===== config.mk =====
export PLATFORM = sky130hd
export DESIGN_NAME = rgb_gauss3x3_scan
export DESIGN_NICKNAME = d
export VERILOG_FILES = /design/src/rtl/rgb_gauss3x3_scan.sv
export SDC_FILE = /design/constraint.sdc
export NUM_CORES = 1
export LEC_CHECK = 0
export CORE_UTILIZATION = 53
export DETAILED_ROUTE_END_ITERATION = 16
export GPL_ROUTABILITY_DRIVEN = 1
export GPL_TIMING_DRIVEN = 0
export PLACE_DENSITY_LB_ADDON = 0.2
export SLEW_MARGIN = 10
export SYNTH_ARGS = -nofsm -noshare
export SYNTH_HDL_FRONTEND = slang
export SYNTH_SLANG_ARGS = --single-unit

===== constraint.sdc =====
create_clock -name clk -period 14.55 [get_ports clk]
set_clock_uncertainty 0.05 [all_clocks]
set_input_delay 1.455 -clock clk [delete_from_list [all_inputs] [get_ports clk]]
set_output_delay 1.455 -clock clk [all_outputs]
set_load 0.02 [all_outputs]

===== src/rtl/rgb_gauss3x3_scan.sv =====
// rgb_gauss3x3_scan: scans an RGB frame buffer, converts each pixel to gray, applies a 3x3
// Gaussian kernel [1 2 1; 2 4 2; 1 2 1] / 16 and streams one result per pixel location.
// Border pixels are forced to 0.
// Optional build macro FILTER_THRESHOLD_EN: binarize the result against THRESH (255 / 0).
// Pipeline: address -> RAM data (1) -> window/kernel sum register (1) -> output register (1).
module rgb_gauss3x3_scan #(
    parameter int unsigned IMG_W     = 64,
    parameter int unsigned IMG_H     = 64,
    parameter int unsigned ADD_WIDTH = 12,
    parameter int unsigned THRESH    = 128
) (
    input  logic                 clk,
    input  logic                 rst,
    input  logic                 start,
    output logic                 busy,
    output logic                 done,
    output logic [ADD_WIDTH-1:0] address_read,
    input  logic [7:0]           data_r_R,
    input  logic [7:0]           data_r_G,
    input  logic [7:0]           data_r_B,
    output logic [ADD_WIDTH-1:0] addr_out,
    output logic [7:0]           data_out,
    output logic                 we_out
);

    localparam int unsigned N  = IMG_W * IMG_H;
    // Step counter runs past N-1 through the drain and pipeline flush.
    localparam int unsigned SW = ADD_WIDTH + 2;
    localparam int unsigned CW = (IMG_W > 1) ? $clog2(IMG_W) : 1;
`ifdef FILTER_THRESHOLD_EN
    localparam bit ThrEn = 1'b1;
`else
    localparam bit ThrEn = 1'b0;
`endif

    typedef enum logic [1:0] {StIdle, StScan, StDrain, StDone} state_e;

    state_e         state_q, state_d;
    logic [SW-1:0]  s_q, s_d;
    logic           step_v, step_real;

    // Stage 1: RAM data cycle
    logic           v1_q, real1_q;
    logic [SW-1:0]  s1_q;
    logic [9:0]     pix_sum;
    logic [7:0]     gray, lb_top, lb_mid;
    logic [23:0]    w1_q, w2_q;
    logic [11:0]    ksum;
    logic           center_v;
    logic [7:0]     lb0 [IMG_W];
    logic [7:0]     lb1 [IMG_W];
    logic [CW-1:0]  lb_col_q;
    logic [ADD_WIDTH-1:0] ck_q, cc_q, cr_q;

    // Stage 2: kernel sum register
    logic           v2_q, border2_q;
    logic [11:0]    sum2_q;
    logic [ADD_WIDTH-1:0] k2_q;
    logic [7:0]     filt, pix_val;

    function automatic logic [9:0] col_sum(input logic [23:0] col);
        return {2'b0, col[23:16]} + {1'b0, col[15:8], 1'b0} + {2'b0, col[7:0]};
    endfunction

    // FSM state register
    always_ff @(posedge clk) begin
        if (rst) begin
            state_q <= StIdle;
            s_q     <= '0;
        end else begin
            state_q <= state_d;
            s_q     <= s_d;
        end
    end

    // FSM next state and step counter
    always_comb begin
        state_d = state_q;
        s_d     = s_q;
        unique case (state_q)
            StIdle: begin
                if (start) begin
                    state_d = StScan;
                    s_d     = '0;
                end
            end
            StScan: begin
                s_d = s_q + 1'b1;
                if (s_q == SW'(N - 1)) state_d = StDrain;
            end
            StDrain: begin
                s_d = s_q + 1'b1;
                // Stay until the last write has left the pipeline.
                if (s_q == SW'(N + IMG_W + 3)) state_d = StDone;
            end
            StDone:  state_d = StIdle;
            default: state_d = StIdle;
        endcase
    end

    // FSM outputs
    always_comb begin
        busy         = 1'b0;
        done         = 1'b0;
        address_read = '0;
        step_v       = 1'b0;
        step_real    = 1'b0;
        unique case (state_q)
            StScan: begin
                busy         = 1'b1;
                address_read = s_q[ADD_WIDTH-1:0];
                step_v       = 1'b1;
                step_real    = 1'b1;
            end
            StDrain: begin
                busy         = 1'b1;
                address_read = ADD_WIDTH'(N - 1);
                step_v       = (s_q <= SW'(N + IMG_W));
            end
            StDone:  done = 1'b1;
            default: ;
        endcase
    end

    // Track which step the arriving RAM data belongs to
    always_ff @(posedge clk) begin
        if (rst) begin
            v1_q    <= 1'b0;
            real1_q <= 1'b0;
            s1_q    <= '0;
        end else begin
            v1_q    <= step_v;
            real1_q <= step_real;
            s1_q    <= s_q;
        end
    end

    // Gray conversion, window column assembly and kernel sum
    always_comb begin
        pix_sum  = {2'b0, data_r_R} + {1'b0, data_r_G, 1'b0} + {2'b0, data_r_B};
        gray     = real1_q ? 8'(pix_sum >> 2) : 8'd0;
        lb_top   = lb1[lb_col_q];
        lb_mid   = lb0[lb_col_q];
        ksum     = {2'b0, col_sum(w2_q)} + {1'b0, col_sum(w1_q), 1'b0}
                 + {2'b0, col_sum({lb_top, lb_mid, gray})};
        center_v = v1_q && (s1_q >= SW'(IMG_W + 1));
    end

    // Line buffers and window columns; contents survive reset
    always_ff @(posedge clk) begin
        if (v1_q) begin
            lb0[lb_col_q] <= gray;
            lb1[lb_col_q] <= lb_mid;
            w1_q          <= {lb_top, lb_mid, gray};
            w2_q          <= w1_q;
        end
    end

    // Line buffer column pointer and center coordinate counters
    always_ff @(posedge clk) begin
        if (rst || state_q == StIdle) begin
            lb_col_q <= '0;
            ck_q     <= '0;
            cc_q     <= '0;
            cr_q     <= '0;
        end else if (v1_q) begin
            lb_col_q <= (lb_col_q == CW'(IMG_W - 1)) ? '0 : lb_col_q + 1'b1;
            if (center_v) begin
                ck_q <= ck_q + 1'b1;
                if (cc_q == ADD_WIDTH'(IMG_W - 1)) begin
                    cc_q <= '0;
                    cr_q <= cr_q + 1'b1;
                end else begin
                    cc_q <= cc_q + 1'b1;
                end
            end
        end
    end

    // Kernel sum register
    always_ff @(posedge clk) begin
        if (rst) begin
            v2_q      <= 1'b0;
            sum2_q    <= '0;
            k2_q      <= '0;
            border2_q <= 1'b0;
        end else begin
            v2_q <= center_v;
            if (center_v) begin
                sum2_q    <= ksum;
                k2_q      <= ck_q;
                border2_q <= (cr_q == '0) || (cr_q == ADD_WIDTH'(IMG_H - 1)) ||
                             (cc_q == '0) || (cc_q == ADD_WIDTH'(IMG_W - 1));
            end
        end
    end

    // Normalize, optional binarization, border suppression
    always_comb begin
        filt    = 8'(sum2_q >> 4);
        pix_val = filt;
        if (ThrEn) pix_val = ({24'b0, filt} >= THRESH) ? 8'd255 : 8'd0;
        if (border2_q) pix_val = 8'd0;
    end

    // Output write stream; address and data hold between writes
    always_ff @(posedge clk) begin
        if (rst) begin
            we_out   <= 1'b0;
            addr_out <= '0;
            data_out <= '0;
        end else begin
            we_out <= v2_q;
            if (v2_q) begin
                addr_out <= k2_q;
                data_out <= pix_val;
            end
        end
    end

endmodule

==> results by stage, run 1 <==
Run status:
- The flow ran to the end, and the final reports show no timing, DRC or antenna violations.

Pwr:
- The net switching component of the power is between 0.002 and 0.0025 W.
- In this run, the clock network consumes ~36% of the power.
- Summed over all cells, the static leakage comes to 17.4 nW.
- Net switching is 25.9% of the power.
- Power spread over the standard cell area amounts to between 150 and 200 mW/mm².
- Combinational cells account for between 15 and 20% of the total power.
- The internal portion of the total power is 0.00623 W.
- Per report_power, the sequential group accounts for a little under half of the total.
- The maximum resistive drop on vdd is between 0.1 and 0.15 mV.
- The design draws around 0.0084 W.

STA:
- The transition time at the pin with the least slew margin is about 1.4 ns.
- The relative slew slack is under 10%.
- Of the available clock period, the critical path in the final layout requires roughly 52%.
- Hold is met by approximately 0.42 ns.
- The final setup violation count is 0.
- Setup repair after global routing left no endpoint under its margin.
- The final sum of negative setup slack is 0 ns.
- The number of hold-slack violations in the final timing report came to 0.
- The number of pins with negative max-slew slack in the final report was 0.
- The maximum clock rate is 132 MHz.
- After layout, the minimum clock period comes to between 7 and 8 ns.

Die:
- In this run the standard cell core region covers roughly 0.09 mm².
- Measured along the y axis, the die boundary spans slightly above 300 µm.
- The I/O pin count is 62.
- The floorplan step defined a die boundary enclosing 0.0918 mm².
- The initial utilization of the core area, before any placement, comes to 53.4%.
- Row generation in the floorplan step produced between 100 and 150 rows.
- In this run the horizontal extent of the chip is 303 µm.

Drt:
- In the final routed layout, each cell accounts on average for between 20 and 30 µm.
- After the first detailed-routing iteration, the DRC count stood at 3,181.
- Using the TritonRoute via totals, the vias-per-cell ratio works out to roughly 6.4.
- The total via count after detailed routing is roughly 26,000.
- The count of nets left with antenna violations once routing finished came out at 0.
- For this run, design rule violations remaining after detail routing come to 0.
- Before antenna repair, the detailed router went through 7 iterations.
- The routed wire length is around 120,000 µm.

Final layout:
- The area growth from synthesis to layout is 15.9%.
- The final layout contains just under 3,000 nets.
- The layout has between 6,000 and 7,000 filler cells.
- Registers take ~0.035 mm².
- The share of final-layout standard cells stronger than drive strength 1 is a little under a quarter.
- The count of inserted antenna diode cells is 0.
- The multi-input combinational cells in the finished layout cover a total of roughly 0.013 mm².

Critical path:
- The startpoint-to-endpoint class of the critical path is register to register.
- For the worst setup path, the data required time is roughly 15 ns.
- The worst setup path is captured at a register.
- In this run the worst path has a maximum fanout of 10.
- The worst setup path is launched from a register.
- STA puts the critical path data arrival time at approximately 8.1 ns.

Logic synthesis:
- The leading area contributor after synthesis is edfxtp_1.
- The post-synthesis net count is approximately 2,700.
- The number of distinct library cells after synthesis is 76.
- In the synthesized netlist, the number of instances is 2,589.
- Counting flops and latches in the post-synthesis netlist gives 1,195.
- The sequential cell area fraction in the yosys report is roughly 72%.
- By area the synthesized netlist is led by edfxtp_1 67%, mux4_2 12%, dfxtp_1 5.1%, fa_1 2.2%, nor2_1 1.3%.
- The yosys synthesis warning count is 0.
- The synthesized netlist occupies a cell area of 0.0480 mm².
- For this run, the leading register cell type out of synthesis is edfxtp_1.
- Counting flops with a built-in enable in the synthesized netlist gives around 1,100.
- After synthesis, the share of flip-flops with an asynchronous set or reset is 0%.
- In this run the biggest area consumer among cell types represents 67.1% of the synthesized area.
- A synthesized cell averages ~19 µm².

Clocking:
- The maximum root-to-sink buffer count is 3.
- The worst-skew pair later-pin latency is about 0.71 ns.
- The TritonCTS clock tree is done.
- The root buffer selected by CTS is clkbuf_16.
- Post-CTS timing repair inserted 0 buffers for setup.
- After clock tree synthesis, the clock-pin slew on the worst setup and hold paths is 0.06 ns.
- In this run, post-CTS repair resized a total of 0 instances.
- CTS built an H-tree with a depth of 3.
- Hold repair after CTS inserted 0 buffers.
- The number of buffers created by CTS is between 100 and 150.
- The clock drives around 1,200 sinks.

GRT:
- The first-pass GRT wire length is about 180,000 µm.
- The via count of the first global-routing pass is around 26,000.
- The overall overflow remaining after global route is 0.
- Entering global routing, the biggest net connects 66 pins.
- The initial antenna violation count is 1.
- The overall fraction of global-route tracks in use is roughly 27%.

Placement:
- The global placer's final weighted congestion is between 0.8 and 0.9.
- Port buffering added 61 buffers.
- The detailed placement HPWL is between 80,000 and 90,000 µm.

Worst hold path:
- The worst hold path belongs to the class register to register.

Run:
- The tool flagged a number of max-cap violations equal to 0.
==> critical path, cell delays in order, from the launching register on <==
cell and delay (ns):
dfxtp_1 0.37, clkbuf_1 0.64, clkbuf_1 0.90, mux4_2 0.42, a22oi_1 0.50, a21oi_1 0.13
nor2_1 0.48, o221a_2 0.34, fa_1 0.43, fa_1 0.48, fa_1 0.50, inv_1 0.05
fa_1 0.43, ha_1 0.33, o21ai_0 0.12, a221o_1 0.37, o21ai_0 0.37, a2111oi_0 0.21
a211o_1 0.29
==> synthesized netlist by cell type (all sizes together) (8+ instances only) <==
master   count
a21o         9
a21oi       76
a221oi      19
a22o        16
a22oi       57
a31oi        9
and2        11
and3        14
buf         57
clkbuf      81
dfxtp      123
edfxtp    1072
fa          53
ha          42
inv         66
mux2i       15
mux4       256
nand2       81
nand2b      15
nand3       24
nand3b      16
nand4       10
nor2       172
nor2b       34
nor3        12
nor4         8
o2111ai     10
o211ai      14
o21a        10
o21ai       38
o221a       13
o221ai      13
o22ai       25
or2          8
or3         12
or4          8
xnor2       18
xor2        24
==> layout make-up <==
type	instances	share of cell area (%)
buffer	138	1.14
clock buffer	139	5.46
clock inverter	73	1.42
inverter	66	0.445
multi-input combinational	1190	23.0
sequential	1195	62.3
tap	1176	2.64
timing repair buffer	147	3.63
==> kinds of logic after synthesis <==
logic type,count (synthesis),share of synthesized area [%]
AO/OA/AOI/OAI,343,5.07
AND/OR/NAND/NOR,438,4.49
XOR/XNOR,42,0.766
multiplexers,272,12.3
flip-flops,1195,72.2
adder cells (fa/ha/maj),95,3.30
buffers and inverters,204,1.83
==> routing by layer <==
layer / global-route usage (%) / share of wire [%]
met5: 0 / 0
met4: 8.28 / 3.0
met3: 5.24 / 9.4
met2: 42.4 / 48
met1: 38.0 / 40
==> through the flow <==
step / util (%) / instance area (µm²) / setup WS [ns] / instances
final: 61.9 / 55600 / 6.96 / 4124
after global routing: 61.9 / 55600 / 6.64 / 4124
after CTS: 61.9 / 55600 / 6.88 / 4123
after detailed placement: 57.6 / 51800 / 6.45 / 3911
after global placement: 55.7 / 50100 / 6.56 / 3826
after floorplan: - / 48000 / 7.61 / 2589
==> power by group through the flow <==
stage / sequential, W / combinational, W / clock [W]
after floorplan: 0.00398 / 0.00102 / 0
final: 0.00390 / 0.00150 / 0.00301
after detailed placement: 0.00397 / 0.00149 / 0
after global placement: 0.00401 / 0.00138 / 0
after global routing: 0.00390 / 0.00166 / 0.00317
after CTS: 0.00390 / 0.00150 / 0.00304
==> worst paths after layout <==
path | startpoint | endpoint | slack [ns] | depth (start not counted)
setup / recovery | register | sum2_q[10] | 6.96 | 18
hold / removal | data_out[7] | data_out[7] | 0.42 | 2
setup reg to reg | register | sum2_q[10] | 6.96 | 18
hold reg to reg | data_out[7] | data_out[7] | 0.42 | 2
==> state kept, by name, indices dropped and copies added, names as in the netlist, 8 cells and up, named ones only <==
signal / flops
s_q: 14
ck_q: 12
data_out: 8
s1_q: 14
lb0: 512
sum2_q: 8
lb1: 512
cc_q: 12
k2_q: 12
w1_q: 24
w2_q: 24
addr_out: 12
cr_q: 12
==> placed cells by master, fill, tap and decap left out, drive strengths merged, types with 12 or more instances in the layout <==
master / count
a21oi: 76
a221oi: 19
a22o: 16
a22oi: 57
and3: 14
buf: 141
bufinv: 14
clkbuf: 222
clkdlybuf4s50: 61
clkinv: 53
dfxtp: 123
edfxtp: 1072
fa: 53
ha: 42
inv: 67
mux2i: 15
mux4: 256
nand2: 81
nand2b: 15
nand3: 24
nand3b: 16
nor2: 172
nor2b: 34
nor3: 12
o211ai: 14
o21ai: 38
o221a: 13
o221ai: 13
o22ai: 25
or3: 12
xnor2: 18
xor2: 24
Power figures use the tool's default switching activity.
==> run 2, diff against run 1 <==
clock period = 7.7 ns   (was 14.55 ns; I/O delays follow)
==> run 2 against run 1 <==
Die area unchanged. Largest power group unchanged. Critical path depth stayed put. Worst setup slack worse by 6.8 ns.
==> results by stage, run 2 (synthesis gave the netlist of run 1 again) <==
Run status:
- The flow ran to the end, and the final reports show no timing, DRC or antenna violations.

Pwr:
- Of the total power, combinational logic draws between 15 and 20%.
- The design draws 0.0159 W.
- The clock network fraction of design power is between 30% and 40%.
- The design internal power is roughly 0.012 W.
- The portion of total power attributed to sequential cells is between 40% and 50%.
- VDD sags by at most 0.251 mV.
- The static leakage power is 17.4 nW.
- The switching share of power is between 20% and 30%.
- The areal power density over the cells is 285 mW/mm².
- Summed over all nets, the switching power comes to 0.00411 W.

Run:
- The reported max-cap violation count is 0.

Critical path:
- STA classifies the critical path startpoint as a register.
- The critical path is of the register to register type.
- The data required time at the worst endpoint is around 8.3 ns.
- Traced cell by cell, the critical path runs through clkbuf_1, clkbuf_1, mux4_2, a22oi_1, a21oi_1, nor2_1, o221a_2, fa_1, fa_1, fa_1, inv_1, fa_1, ha_1, a21o_1, a21oi_1, o21ai_0, a2111oi_0, a211o_1.
- The most numerous cell type found on the critical path is fa_1.
- Together, buffers and inverters on the worst path number 3.
- The capture point of the worst reg-to-reg path is sum2_q[10].
- Counting cells, the worst reg-to-reg path comes to 18.
- For the worst setup path, the data arrival time is slightly above 8 ns.
- On the critical path the largest part of the delay comes from compound AO/OA/AOI/OAI gates.
- The slowest stage of the critical path belongs to the cell clkbuf_1.
- In this run the worst path has a maximum fanout of 10.
- The worst setup slack for register-to-register paths is ~0.18 ns.
- STA classifies the critical path endpoint as a register.
- The delay of the slowest cell on the worst path is 0.91 ns.

STA:
- In the finished design, the share of the clock period the worst path needs comes to 97.7%.
- The number of hold-slack violations in the final timing report came to 0.
- The maximum clock rate is about 130 MHz.
- The number of pins with negative max-slew slack in the final report came to 0.
- The relative slew slack is 11.3%.
- Setup repair after global routing left no endpoint under its margin.
- The routed design could run at a clock period as short as 7.52 ns.
- The least setup slack across all paths after layout is 0.177 ns.
- At the pin with the least slew margin, the transition time is around 1.3 ns.
- The final setup violation count is 0.

Final layout:
- The largest registers in the layout are lb0 (512), lb1 (512).
- The count of inserted antenna diode cells is 0.
- The cell area after layout is between 0.05 and 0.06 mm².
- The post-layout instance count excluding filler cells is just over 4,000.
- For this run, the post-layout net count is a little under 3,000.
- The final core utilization is 61.9%.
- Leaving out fill and tap cells, the most frequent cell in the layout is edfxtp_1.
- The top cell types in the final layout, fill and taps aside, are 1,072 x edfxtp_1, 256 x mux4_2, 122 x dfxtp_1.
- The share of final-layout standard cells stronger than drive strength 1 is between 20% and 30%.
- The area growth from synthesis to final layout is 15.9%.

Placement:
- The port buffer count is 61.
- The placement-stage worst setup slack is between 0.09 and 0.1 ns.
- After detailed placement, the design holds a cell count of 3,911.
- The wire-length estimate of the detail-placed layout is 83,200 µm.
- The congestion estimate from routability-driven global placement came to 0.878.
- Once placement finished, the instance area stood at between 0.05 and 0.06 mm².

GRT:
- The overall overflow remaining after global route is 0.
- The via count of the first global-routing pass is about 26,000.
- The initial antenna violation count is 1.
- The first-pass GRT wire length is 177,000 µm.
- The pin count of the biggest net entering global routing is 66.
- In the global route stage, overall resource usage came out at 26.8%.

Clocking:
- The H-tree level count is 3.
- The later pin in the worst-skew pair is clocked with a latency of 0.71 ns.
- The buffer count from post-CTS setup fixing is 0.
- The number of buffers created by CTS is approximately 120.
- Buffers inserted to repair hold after CTS numbered 0.
- The total clock sinks is between 1,000 and 1,500.
- TritonCTS built the clock tree.
- The root buffer selected by CTS is clkbuf_16.
- The post-cts gate resize count is 0.
- Clock-pin slew was measured on the worst setup and hold paths at ~0.060 ns.
- The maximum root-to-sink buffer count is 3.

Worst hold path:
- The worst hold path belongs to the class register to register.
- The endpoint of the worst hold-timing path is w2_q[15].
- Counting instances, the worst hold path has a depth of 0.
- The worst hold path begins at w1_q[15].

Drt:
- The first detailed-routing pass took 8 iterations.
- The post-route DRC violation count is 0.
- The routed wire length is about 120,000 µm.
- The total via count after detailed routing is ~26,000.
- The number of nets still failing antenna checks after routing is 0.
- In the final routed layout, each cell accounts on average for 29.2 µm.
- In the routed layout, each cell is associated on average with a via count of about 6.4.
- For this block, the initial DRC count from the detailed router was ~3,000.

Die:
- The cell row count is 110.
- The starting utilization of the core area is between 50% and 60%.
- The area of the core is between 0.08 and 0.09 mm².
- The die covers ~0.09 mm².
- Pin placement for this block handled 62 I/O pins.
- Measured along the x axis, the die boundary spans 303 µm.
- The die extent in y is between 300 and 400 µm.
-- run 2: area by class of cell --
type	count	area (µm²)
multi-input combinational	1190	12800
clock inverter	73	788
fill	6261	34200
inverter	66	248
clock buffer	139	3040
buffer	138	638
timing repair buffer	147	2020
tap	1176	1470
sequential	1195	34700
-- run 2: worst max-delay path by stage --
stage / startpoint / end / slack, ns / depth (start not counted)
after floorplan: data_r_R[1] / sum2_q[11] / 1.45 / 20
after global placement: register / lb1[18][6] / -0.29 / 7
after detailed placement: register / sum2_q[10] / 0.1 / 18
after CTS: register / sum2_q[10] / 0.03 / 18
after global routing: register / sum2_q[10] / 0.05 / 18
final: register / sum2_q[10] / 0.18 / 18
-- run 2: per-stage QoR --
stage	TNS (ns)	hold WS [ns]
floorplan	0	0.381
global placement	-17.88	0.392
detailed placement	0	0.408
CTS	0	0.420
global route	0	0.424
finish	0	0.418
-- run 2: routing by layer --
metal  vias to the layer above  part of all wire [%]  GRT usage [%]
li1                      11000                     -              -
met1                     13700                    40           38.0
met2                      1374                    48           42.4
met3                       213                   9.6           5.24
met4                         0                   3.0           8.28
met5                         -                     0              0
-- run 2: power by group through the flow --
stage	registers (W)	logic [W]	clock network [W]
after floorplan	0.00752	0.00194	0
after global placement	0.00757	0.00260	0
after detailed placement	0.00750	0.00281	0
after CTS	0.00736	0.00283	0.00574
after global routing	0.00737	0.00314	0.00599
final	0.00736	0.00283	0.00569
